<file path="src/rtl/bcd_pkg.sv">
// bcd_pkg: shared FSM encoding, BCD limits and seven-segment constants
package bcd_pkg;
  localparam logic [1:0] S_IDLE  = 2'd0;
  localparam logic [1:0] S_LOAD  = 2'd1;
  localparam logic [1:0] S_DIGIT = 2'd2;
  localparam logic [1:0] S_DONE  = 2'd3;
  localparam logic [3:0] BCD_MAX_DIGIT = 4'd9;
  localparam logic [6:0] SEG0 = 7'b100_0000;
  localparam logic [6:0] SEG1 = 7'b111_1001;
  localparam logic [6:0] SEG2 = 7'b010_0100;
  localparam logic [6:0] SEG3 = 7'b011_0000;
  localparam logic [6:0] SEG4 = 7'b001_1001;
  localparam logic [6:0] SEG5 = 7'b001_0010;
  localparam logic [6:0] SEG6 = 7'b000_0010;
  localparam logic [6:0] SEG7 = 7'b111_1000;
  localparam logic [6:0] SEG8 = 7'b000_0000;
  localparam logic [6:0] SEG9 = 7'b001_0000;
  localparam logic [6:0] SEG_BLANK = 7'b111_1111;
  function automatic logic bcd_bad(input logic [3:0] n);
    return n > BCD_MAX_DIGIT;
  endfunction
endpackage

</file>
<file path="src/rtl/bcd_digit_alu.sv">
// bcd_digit_alu: one-digit BCD add/subtract cell with carry/borrow
module bcd_digit_alu
  import bcd_pkg::*;
(
  input  logic [3:0] a,
  input  logic [3:0] b,
  input  logic       cin,
  input  logic       op,
  output logic [3:0] digit,
  output logic       cout
);
  logic [4:0] s;
  logic [4:0] d;
  // 5-bit sum/difference; bit 4 of the difference flags a borrow
  always_comb begin
    s = {1'b0, a} + {1'b0, b} + {4'b0, cin};
    d = {1'b0, a} - {1'b0, b} - {4'b0, cin};
    cout = op ? d[4] : (s > {1'b0, BCD_MAX_DIGIT});
    digit = op ? (d[4] ? 4'(d + 5'd10) : d[3:0])
               : ((s > {1'b0, BCD_MAX_DIGIT}) ? 4'(s - 5'd10) : s[3:0]);
  end
endmodule

</file>
<file path="src/rtl/bcd_serial_alu_ctrl.sv">
// bcd_serial_alu_ctrl: digit-serial BCD add/sub sequencer (optional BCD_ACCUMULATE_EN running total)
module bcd_serial_alu_ctrl
  import bcd_pkg::*;
#(
  parameter int DIGITS = 2,
  parameter int SYNC_STAGES = 2
) (
  input  logic                  CLOCK_50,
  input  logic                  RESET_N,
  input  logic                  START_N,
  input  logic                  OP,
  input  logic [4*DIGITS-1:0]   A_BCD,
  input  logic [4*DIGITS-1:0]   B_BCD,
  output logic [4*DIGITS-1:0]   RESULT_BCD,
  output logic                  OVF,
  output logic                  ERR,
  output logic                  BUSY,
  output logic                  DONE,
  output logic                  VALID
);
  localparam logic [1:0] LAST = 2'(DIGITS - 1);
  logic [SYNC_STAGES-1:0] sync;
  logic                   prev;
  logic                   start_pulse;
  logic [1:0]             state;
  logic [1:0]             idx;
  logic                   carry;
  logic                   op_q;
  logic [4*DIGITS-1:0]    a_q;
  logic [4*DIGITS-1:0]    b_q;
  logic [4*DIGITS-1:0]    a_src;
  logic                   bad;
  logic [3:0]             digit;
  logic                   cout;
`ifdef BCD_ACCUMULATE_EN
  assign a_src = (VALID && !OVF && !ERR) ? RESULT_BCD : A_BCD;
`else
  assign a_src = A_BCD;
`endif
  assign start_pulse = prev & ~sync[SYNC_STAGES-1];
  assign BUSY = (state == S_LOAD) || (state == S_DIGIT);
  assign DONE = state == S_DONE;
  // flag any non-decimal nibble among the operands about to be loaded
  always_comb begin
    bad = 1'b0;
    for (int i = 0; i < DIGITS; i++)
      bad = bad | bcd_bad(a_src[i*4 +: 4]) | bcd_bad(B_BCD[i*4 +: 4]);
  end
  bcd_digit_alu u_alu (
    .a(a_q[idx*4 +: 4]),
    .b(b_q[idx*4 +: 4]),
    .cin(carry),
    .op(op_q),
    .digit(digit),
    .cout(cout)
  );
  // button synchroniser; reset to the released level so leaving reset never fakes a press
  always_ff @(posedge CLOCK_50 or negedge RESET_N) begin
    if (!RESET_N) begin
      sync <= '1;
      prev <= 1'b1;
    end else begin
      sync <= {sync[SYNC_STAGES-2:0], START_N};
      prev <= sync[SYNC_STAGES-1];
    end
  end
  // sequencer: load operands, one digit per clock, final flags land with the DONE cycle
  always_ff @(posedge CLOCK_50 or negedge RESET_N) begin
    if (!RESET_N) begin
      state <= S_IDLE;
      idx <= '0;
      carry <= 1'b0;
      op_q <= 1'b0;
      a_q <= '0;
      b_q <= '0;
      RESULT_BCD <= '0;
      OVF <= 1'b0;
      ERR <= 1'b0;
      VALID <= 1'b0;
    end else begin
      case (state)
        S_IDLE: if (start_pulse) state <= S_LOAD;
        S_LOAD: begin
          a_q <= a_src;
          b_q <= B_BCD;
          op_q <= OP;
          ERR <= bad;
          carry <= 1'b0;
          VALID <= 1'b0;
          idx <= '0;
          state <= S_DIGIT;
        end
        S_DIGIT: begin
          RESULT_BCD[idx*4 +: 4] <= digit;
          carry <= cout;
          idx <= idx + 2'd1;
          if (idx == LAST) begin
            state <= S_DONE;
            OVF <= cout;
            VALID <= 1'b1;
            if (cout || ERR) RESULT_BCD <= '1;
          end
        end
        default: state <= S_IDLE;
      endcase
    end
  end
endmodule
</file>
<file path="config.mk">
export PLATFORM = sky130hd
export DESIGN_NAME = bcd_serial_alu_ctrl
export DESIGN_NICKNAME = d
export VERILOG_FILES = /design/src/rtl/bcd_pkg.sv /design/src/rtl/bcd_digit_alu.sv /design/src/rtl/bcd_serial_alu_ctrl.sv
export SDC_FILE = /design/constraint.sdc
export NUM_CORES = 1
export LEC_CHECK = 0
export ABC_AREA = 0
export ABC_CLOCK_PERIOD_IN_PS = 3200
export CAP_MARGIN = 20
export CORE_MARGIN = 2
export CORE_UTILIZATION = 49
export CTS_CLUSTER_DIAMETER = 200
export CTS_CLUSTER_SIZE = 30
export DETAILED_ROUTE_END_ITERATION = 12
export PLACE_DENSITY = 0.76
export SETUP_SLACK_MARGIN = 0.1
export SYNTH_ARGS = -nofsm -noshare
export SYNTH_HDL_FRONTEND = slang
export SYNTH_SLANG_ARGS = --single-unit
</file>
<file path="constraint.sdc">
create_clock -name CLOCK_50 -period 3.2 [get_ports CLOCK_50]
set_input_delay 0.64 -clock CLOCK_50 [delete_from_list [all_inputs] [get_ports CLOCK_50]]
set_output_delay 0.64 -clock CLOCK_50 [all_outputs]
set_load 0.01 [all_outputs]
</file>
==> out/qor_table.md <==
| Result | This run |
| --- | --- |
| Post-DR wirelength/cell | 15.86 um |
| Via Count | 1830 |
| Number of standard cells in the final layout excluding fillers | 319 |
| Commonest cells after routing, fill and taps aside | 33 x sky130_fd_sc_hd__dfrtp_1, 32 x sky130_fd_sc_hd__clkdlybuf4s50_1, 20 x sky130_fd_sc_hd__nand2_1 |
| Utilization after layout | 0.6681 |
| Post-Synthesis Net Count | 266 |
| Sink count of the clock tree | 36 |
| Number of levels in the clock H-tree | 2 |
| P&R area growth vs syn | 28.55% |
| HPWL after detailed placement | 3696 um |
| Area of the multi-input gates | 1415 um2 |
| Share of post-route cells with drive strength above 1 | 0.2322 |
| Number of placed instances with taps included | 306 |
| Hold bufs inserted after CTS | 0 |
| Setup repair after global routing missed its margin | yes |
| Netlist Area Pre-Place | 2310 um2 |
| Worst skew pair latency | 0.29 ns |
| Final cycle utilization of the critical path | 0.9585 |
| Clock root buffer master | sky130_fd_sc_hd__clkbuf_8 |
| Setup slack after layout | 0.1327 ns |
| Largest net degree at the start of global routing | 37 |
| Register bit total from synthesis | 36 |
| Remaining number of nets flagged by the antenna check after routing | 0 |
| Die Width | 72.66 um |
| Count of port buffers added during placement | 32 |
| Number of antenna cells inserted | 0 |
| Time the worst path needs with I/O delays and setup | 3.067 ns |
| Area of the core region | 4444 um2 |
| Hold-critical path depth | 0 |
| Count of endpoints failing hold in the final timing report | 0 |
| Ys async rst share | 1.000 |
| Flip-flop cell with the highest count after synthesis | sky130_fd_sc_hd__dfrtp_1 |
| Instance count of the mapped netlist | 224 |
| CTS tree | done |
| Detailed-route wire length on metal 1 | 2173 um |
| Routed length on met3 | 197 um |
| Iter 0 DRT Violations | 122 |
| Max-cap viol count | 0 |
| Clock slew at the register clock pins of the worst setup and hold paths | 0.07 ns |
| Slew Viols, Final | 0 |
| Detailed-router iteration count before antenna repair | 4 |
| Yosys warning count | 0 |
| Worst setup slack for register-to-register paths | 0.13 ns |
| Global-route congestion overflow total | 0 |
| Class of the tightest hold or removal check | reg -> reg |
| Vias per Instance | 5.737 |
| Fill cell count | 350 |
| Setup violators final | 0 |
| Count of different cell masters after synthesis | 53 |
| Hold Crit Start | sync[0]$_DFF_PN1_ |
| Average cell area after synthesis | 10.31 um2 |
| Achievable frequency | 0.3260 GHz |
| Count of pins on the block boundary | 33 |
| Worst reg2reg startpoint | idx[0]$_DFFE_PN0P_ |
| Sequential cell area | 904.6 um2 |
| Required arrival time at the worst endpoint | 3.38 ns |
| Global-route wire length before repair | 8500 um |
| Slew at the pin with the worst max-slew slack | 0.8768 ns |
| Die Height | 72.66 um |
| CTS Buf Count | 5 |
| Global-route usage over all layers | 0.2101 |
| Worst setup SP type | flip-flop |
| Via count of the first global-routing pass | 1861 |
| Worst Hold Endpoint | sync[1]$_DFF_PN1_ |
| Sequential share of the synthesized area | 0.3917 |
| Most common cell after layout, fill and taps aside | sky130_fd_sc_hd__dfrtp_1 |
| Initial cell density of the core | 0.5197 |
| Max Fanout on Critical Path | 4 |
| Slew headroom | 0.4154 |
| Final weighted congestion in routability-driven placement | 0.8431 |
| Total DRC errors in the routed layout | 0 |
| Worst reg2reg endpoint | RESULT_BCD[2]$_DFFE_PN0P_ |
| DP Worst Slack | 0.01601 ns |
| Top routing layer in use | met4 |
| Number of enable-type register cells in the synthesized netlist | 0 |
| Final wirelength | 5059 um |
| Deepest clock path buffer count | 2 |
| Net count of the finished layout | 308 |
| Routed length on met2 | 2617 um |
| Area of the die | 5279 um2 |
| Number of antenna violations at the first check in global routing | 0 |
| Worst Clk Skew | 0.005725 ns |
| Data arrival time of the critical path | 3.25 ns |
| Outcome | finished clean |
| Number of cells traversed by the worst register-to-register path | 10 |
| Sort of element at the end of the critical path | flip-flop |
| Crit Path Category | reg -> reg |
| Final Hold Slack | 0.3623 ns |
| Row count | 24 |
==> worst max-delay path, cell delays in order, from the launching register on <==
cell	delay [ns]
sky130_fd_sc_hd__dfrtp_1	0.40
sky130_fd_sc_hd__mux2i_2	0.28
sky130_fd_sc_hd__or2_4	0.18
sky130_fd_sc_hd__inv_4	0.03
sky130_fd_sc_hd__fa_2	0.39
sky130_fd_sc_hd__inv_2	0.08
sky130_fd_sc_hd__fa_2	0.44
sky130_fd_sc_hd__a222oi_1	0.45
sky130_fd_sc_hd__a2111o_1	0.28
sky130_fd_sc_hd__o311ai_4	0.12
sky130_fd_sc_hd__a221o_1	0.30
==> through the flow <==
step / instance area [um2] / TNS [ns]
3_5_place_dp: 2714 / 0
3_3_place_gp: 2714 / 0
6_report: 2969 / 0
4_1_cts: 2859 / 0
2_1_floorplan: 2321 / 0
5_1_grt: 2969 / -0.001771
==> metal layers <==
| metal | up-vias | GRT usage |
|---|---|---|
| li1 | 885 | - |
| met1 | 891 | 0.2663 |
| met2 | 45 | 0.3515 |
| met3 | 9 | 0.04282 |
| met4 | 0 | 0.08436 |
| met5 | - | 0 |
==> worst max-delay path by stage <==
stage	startpoint	end	slack, ns	cells past startpoint
finish	idx[0]$_DFFE_PN0P_	RESULT_BCD[2]$_DFFE_PN0P_	0.13	10
global route	idx[0]$_DFFE_PN0P_	RESULT_BCD[6]$_DFFE_PN0P_	-0.002	11
CTS	idx[0]$_DFFE_PN0P_	RESULT_BCD[6]$_DFFE_PN0P_	0.11	10
detailed placement	idx[0]$_DFFE_PN0P_	RESULT_BCD[6]$_DFFE_PN0P_	0.02	10
global placement	idx[0]$_DFFE_PN0P_	RESULT_BCD[2]$_DFFE_PN0P_	0.16	11
floorplan	idx[0]$_DFFE_PN0P_	RESULT_BCD[2]$_DFFE_PN0P_	0.11	11
==> Yosys cell counts, types with 3 or more instances <==
master	instances	area share
sky130_fd_sc_hd__a221o_1	3	0.013
sky130_fd_sc_hd__nand2_1	20	0.033
sky130_fd_sc_hd__nor2b_1	4	0.011
sky130_fd_sc_hd__fa_1	4	0.035
sky130_fd_sc_hd__mux2_2	17	0.083
sky130_fd_sc_hd__dfstp_2	3	0.034
sky130_fd_sc_hd__o211ai_1	4	0.013
sky130_fd_sc_hd__inv_1	21	0.034
sky130_fd_sc_hd__ha_1	18	0.098
sky130_fd_sc_hd__dfrtp_1	33	0.36
sky130_fd_sc_hd__xnor2_1	3	0.011
sky130_fd_sc_hd__mux2i_1	10	0.043
sky130_fd_sc_hd__clkbuf_1	4	0.0065
sky130_fd_sc_hd__a21oi_1	3	0.0065
sky130_fd_sc_hd__or2_2	6	0.016
sky130_fd_sc_hd__nor2_1	6	0.0098
sky130_fd_sc_hd__o21ai_0	17	0.037
==> cells by family (layout without fill, tap and decap cells) <==
logic type,after synthesis,count (layout),synth area share
simple gates,51,51,0.1143
buf+inv,28,71,0.04659
fa+ha+maj,22,22,0.1322
flops,36,36,0.3917
xor+xnor,3,3,0.01138
mux,27,27,0.1262
compound gates,57,57,0.1777
==> timing repair <==
item | 4_1_cts | 5_1_grt
gates resized for setup | 6 | 19
cloned | 0 | 0
setup endpoints to repair | 2 | 9
buffers inserted | 3 | 3
pin swaps | 3 | 9
==> flip-flops by register name, summed over array words and instances, names as in the netlist <==
name and flops:
ERR 1, sync 2, VALID 1, prev 1
state 2, OVF 1, idx 2, a_q 8
RESULT_BCD 8, op_q 1, b_q 8, carry 1
==> cell type report <==
type / instances / share of cell area
clock buffers: 6 / 0.02444
clock inverters: 2 / 0.01180
inverters: 21 / 0.02739
multi-input cells: 160 / 0.4766
flip-flops and latches: 36 / 0.3047
well taps: 52 / 0.02191
repair buffers: 42 / 0.1332
Power is left out: the tool's default activity adds up to more than one toggle a clock period on the data nets, which glitch-free logic cannot reach.
==> edit 1: new RTL, config.mk and constraints unchanged <==
The parameter `DIGITS` goes from 2 to 1.
--- a/src/rtl/bcd_serial_alu_ctrl.sv
+++ b/src/rtl/bcd_serial_alu_ctrl.sv
@@ -3,5 +3,5 @@
   import bcd_pkg::*;
 #(
-  parameter int DIGITS = 2,
+  parameter int DIGITS = 1,
   parameter int SYNC_STAGES = 2
 ) (
Ports: changed (resized A_BCD, B_BCD and RESULT_BCD); port bits go from 33 to 21. No check against the original RTL was run, so the function may have changed too.
==> edit 1 against the original RTL <==
- sequential share of layout area is 1.4 points lower
- first-iteration DRC count is 25% lower
- clock skew increased by 0.015 ns
- synthesized area decreased by 24%
- design area is 30% lower
- count of clock-buffer cells in the layout down 2
- largest cell class unchanged
- sequential cell count shrank 12
- global-route usage down 1.5 points
- setup slack gained 0.20 ns
- core utilization fell by 5.6 points
- wire length decreased by 30%
Power is left out: the tool's default activity adds up to more than one toggle a clock period on the data nets, which glitch-free logic cannot reach.
==> edit 1: results <==
set metrics [dict create \
    status "finished clean" \
    cp.arrival_ns 3.10 \
    clock_skew_ns 0.02106 \
    synthMuxAreaShare 0.06995 \
    clockRootBuffer "clkbuf_4" \
    syn_nets 214 \
    drtIter0Drc 92 \
    pre_cts_slack_ns 0.2892 \
    place_hpwl_um 2858 \
    yosys.area_share.adder 0.1599 \
    clkTransAtPathRegs_ns 0.14 \
    htree_levels 1 \
    port_buffers 20 \
    vias_per_cell 5.540 \
    clk_latency_ns 0.33 \
    tightest_slew_ns 0.5036 \
    slowest_stage "ha_1" \
    cts_buffers 3 \
    fill_cells 275 \
    nets 239 \
    post_cts_buffers 0 \
    largestRegisters "RESULT_BCD (4), a_q (4), b_q (4)" \
    synth_compound_area_frac 0.1635 \
    vias 1396 \
    yosysUniqueCellTypes 50 \
    critPathMaxStageDelay_ns 0.55 \
    grt_usage 0.1946 \
    placed_cell_area_um2 2007 \
    drt_wl_total_um 3551 \
    netlist_top_cells_area "dfrtp_1 30%, ha_1 11%, mux2_2 6.4%, fa_1 4.6%, dfstp_2 4.5%" \
    grt_pass1_wl_um 6327 \
    place_congestion 0.8485 \
]
-- edit 1: final cells by class --
cell class,instances,area [µm²],share of cell area
clock buffers,4,36.28,0.01748
inverters,19,71.32,0.03436
multi-input cells,134,1049,0.5051
flip-flops and latches,24,604.3,0.2911
well taps,46,57.56,0.02773
repair buffers,25,257.7,0.1242
-- edit 1: kinds of logic after synthesis --
family,Yosys count
multiplexers,11
XOR/XNOR,6
flip-flops,24
adder cells (fa/ha/maj),20
AO/OA/AOI/OAI,41
AND/OR/NAND/NOR,56
buffers and inverters,24
-- edit 1: metal layers --
| layer | up-vias | part of all wire | routed length, µm | track usage |
|---|---|---|---|---|
| li1 | 688 | - | - | - |
| met1 | 663 | 0.45 | 1600 | 0.2511 |
| met2 | 37 | 0.49 | 1756 | 0.3346 |
| met3 | 8 | 0.040 | 143 | 0.03873 |
| met4 | 0 | 0.014 | 51 | 0.04620 |
| met5 | - | 0 | 0 | 0 |
-- edit 1: path summary, 6_finish.rpt --
path                            cells past startpoint  slack (ns)                   endpoint                from
worst max-delay path                                9        0.33  RESULT_BCD[1]$_DFFE_PN0P_  idx[0]$_DFFE_PN0P_
worst min-delay path                                0        0.37          sync[1]$_DFF_PN1_   sync[0]$_DFF_PN1_
worst max register to register                      9        0.33  RESULT_BCD[1]$_DFFE_PN0P_  idx[0]$_DFFE_PN0P_
worst min register to register                      0        0.37          sync[1]$_DFF_PN1_   sync[0]$_DFF_PN1_
max in group asynchronous                           3        1.98          sync[1]$_DFF_PN1_             RESET_N
min in group asynchronous                           1        0.57           op_q$_DFFE_PN0P_             RESET_N
==> edit 2: new RTL, same settings <==
Made on the original files. Make the reset (`RESET_N`) synchronous in 2 clocked blocks.
--- a/src/rtl/bcd_serial_alu_ctrl.sv
+++ b/src/rtl/bcd_serial_alu_ctrl.sv
@@ -56,5 +56,5 @@
   );
   // button synchroniser; reset to the released level so leaving reset never fakes a press
-  always_ff @(posedge CLOCK_50 or negedge RESET_N) begin
+  always_ff @(posedge CLOCK_50) begin
     if (!RESET_N) begin
       sync <= '1;
@@ -66,5 +66,5 @@
   end
   // sequencer: load operands, one digit per clock, final flags land with the DONE cycle
-  always_ff @(posedge CLOCK_50 or negedge RESET_N) begin
+  always_ff @(posedge CLOCK_50) begin
     if (!RESET_N) begin
       state <= S_IDLE;
Behaviour: differs if RESET_N is asserted again (counterexample within 4 cycles, from zero or initial values and one cycle with RESET_N low); with RESET_N held inactive, the same outputs for 10 cycles.
==> edit 2 against the original RTL <==
- synthesized area rose by 3.7%
- worst hold slack improved by 0.047 ns
- count of clock-buffer cells in the layout decreased by 1
- core utilization shrank 4.4 points
- critical path depth is 2 higher
- sequential cell count unchanged
- wire length decreased by 4.1%
- design area decreased by 0.67%
- setup slack gained 0.093 ns
- critical path type unchanged
==> edit 2: results <==
set metrics [dict create \
    layout-drive-gt1-share 0.1513 \
    place_congestion 0.8294 \
    grt_pass1_wl_um 8556 \
    yosysSeqAreaShare 0.3009 \
    netlist_top_cells_area "dfxtp_1 30%, mux2i_1 12%, ha_1 9.4%, nor2b_1 7.1%, o21ai_0 3.8%" \
    r2r-start "idx[0]$_SDFFE_PN0P_" \
    status "finished clean" \
    reg2reg_depth 12 \
    vias_per_cell 5.175 \
    drtIter0Drc 111 \
    fill_cells 421 \
    synthFlopType "dfxtp_1" \
    worstPathMaxFanout 6 \
    hold_depth 1 \
    nets 345 \
    yosysUniqueCellTypes 45 \
    slowest_stage "dfxtp_4" \
    clock_skew_ns 0.003507 \
    place_hpwl_um 3613 \
    synthArstFlopShare 0 \
    rrSetupSlack_ns 0.23 \
    vias 1920 \
    grt_max_degree 28 \
    tightest_slew_ns 0.6265 \
    whs_endpoint "sync[1]$_SDFF_PN1_" \
    syn_nets 309 \
    cp.arrival_ns 3.15 \
    route.detailed.wl_per_inst_um 13.08 \
]
[edit 2: kinds of logic (layout without fill, tap and decap cells)]
group | count (synthesis) | count (layout) | share of synthesized area
AOI/OAI and AO/OA | 58 | 58 | 0.1771
xor gates and xnor gates | 6 | 6 | 0.02194
adders and majority gates | 22 | 22 | 0.1275
buffers and inverters | 32 | 69 | 0.05746
DFF | 36 | 36 | 0.3009
muxes | 30 | 30 | 0.1264
and+or+nand+nor | 83 | 83 | 0.1886
[edit 2: worst reg2reg max path: stages, from the launching register on]
cell and delay, ns:
dfxtp_4 0.36, buf_4 0.17, mux2i_1 0.12, or2_2 0.28, ha_1 0.31, inv_1 0.11
ha_1 0.25, or2_2 0.33, o22ai_4 0.20, nor2b_2 0.19, xnor2_1 0.16, o22ai_1 0.11
o31a_1 0.29
[edit 2: stage by stage]
step	total power [mW]	hold slack [ns]	instance area, µm²	worst slack, ns	utilization
after global routing	2.168	0.4260	2949	0.06506	0.6244
after detailed placement	1.592	0.3952	2785	0.03823	0.5897
after CTS	1.943	0.4145	2880	0.1350	0.6098
after floorplan	1.350	0.3863	2395	0.2025	-
after global placement	1.568	0.3895	2785	0.1054	0.5897
final	2.004	0.4091	2949	0.2259	0.6244
[edit 2: layout make-up]
type / instances / area share
repair buffers: 40 / 0.1290
well taps: 67 / 0.02843
clock buffers: 5 / 0.02333
flip-flops and latches: 36 / 0.2461
inverters: 21 / 0.02673
multi-input cells: 199 / 0.5401
clock inverters: 3 / 0.006364
[edit 2: how the worst max path moves through the flow]
stage | slack [ns] | from | end | cells past startpoint
after detailed placement | 0.04 | idx[0]$_SDFFE_PN0P_ | RESULT_BCD[7]$_SDFFE_PN0P_ | 12
after global placement | 0.11 | idx[0]$_SDFFE_PN0P_ | RESULT_BCD[7]$_SDFFE_PN0P_ | 12
after global routing | 0.07 | idx[0]$_SDFFE_PN0P_ | RESULT_BCD[7]$_SDFFE_PN0P_ | 12
after floorplan | 0.20 | idx[0]$_SDFFE_PN0P_ | RESULT_BCD[7]$_SDFFE_PN0P_ | 12
final | 0.23 | idx[0]$_SDFFE_PN0P_ | RESULT_BCD[7]$_SDFFE_PN0P_ | 12
after CTS | 0.13 | idx[1]$_SDFFE_PN0P_ | RESULT_BCD[1]$_SDFFE_PN0P_ | 11
[edit 2: routing by layer]
| layer | vias to the layer above | routed length, µm | track usage |
|---|---|---|---|
| met2 | 50 | 2373 | 0.3274 |
| met4 | 0 | 82 | 0.05859 |
| met5 | - | 0 | 0 |
| met1 | 881 | 2193 | 0.2677 |
| li1 | 981 | - | - |
| met3 | 8 | 203 | 0.04252 |
[edit 2: timing repair]
action	4_1_cts	5_1_grt
cloned	0	0
hold buffers	0	0
buffers inserted	0	2
pin swaps	0	9
gates resized for setup	2	17
endpoints found under the setup margin	5	9
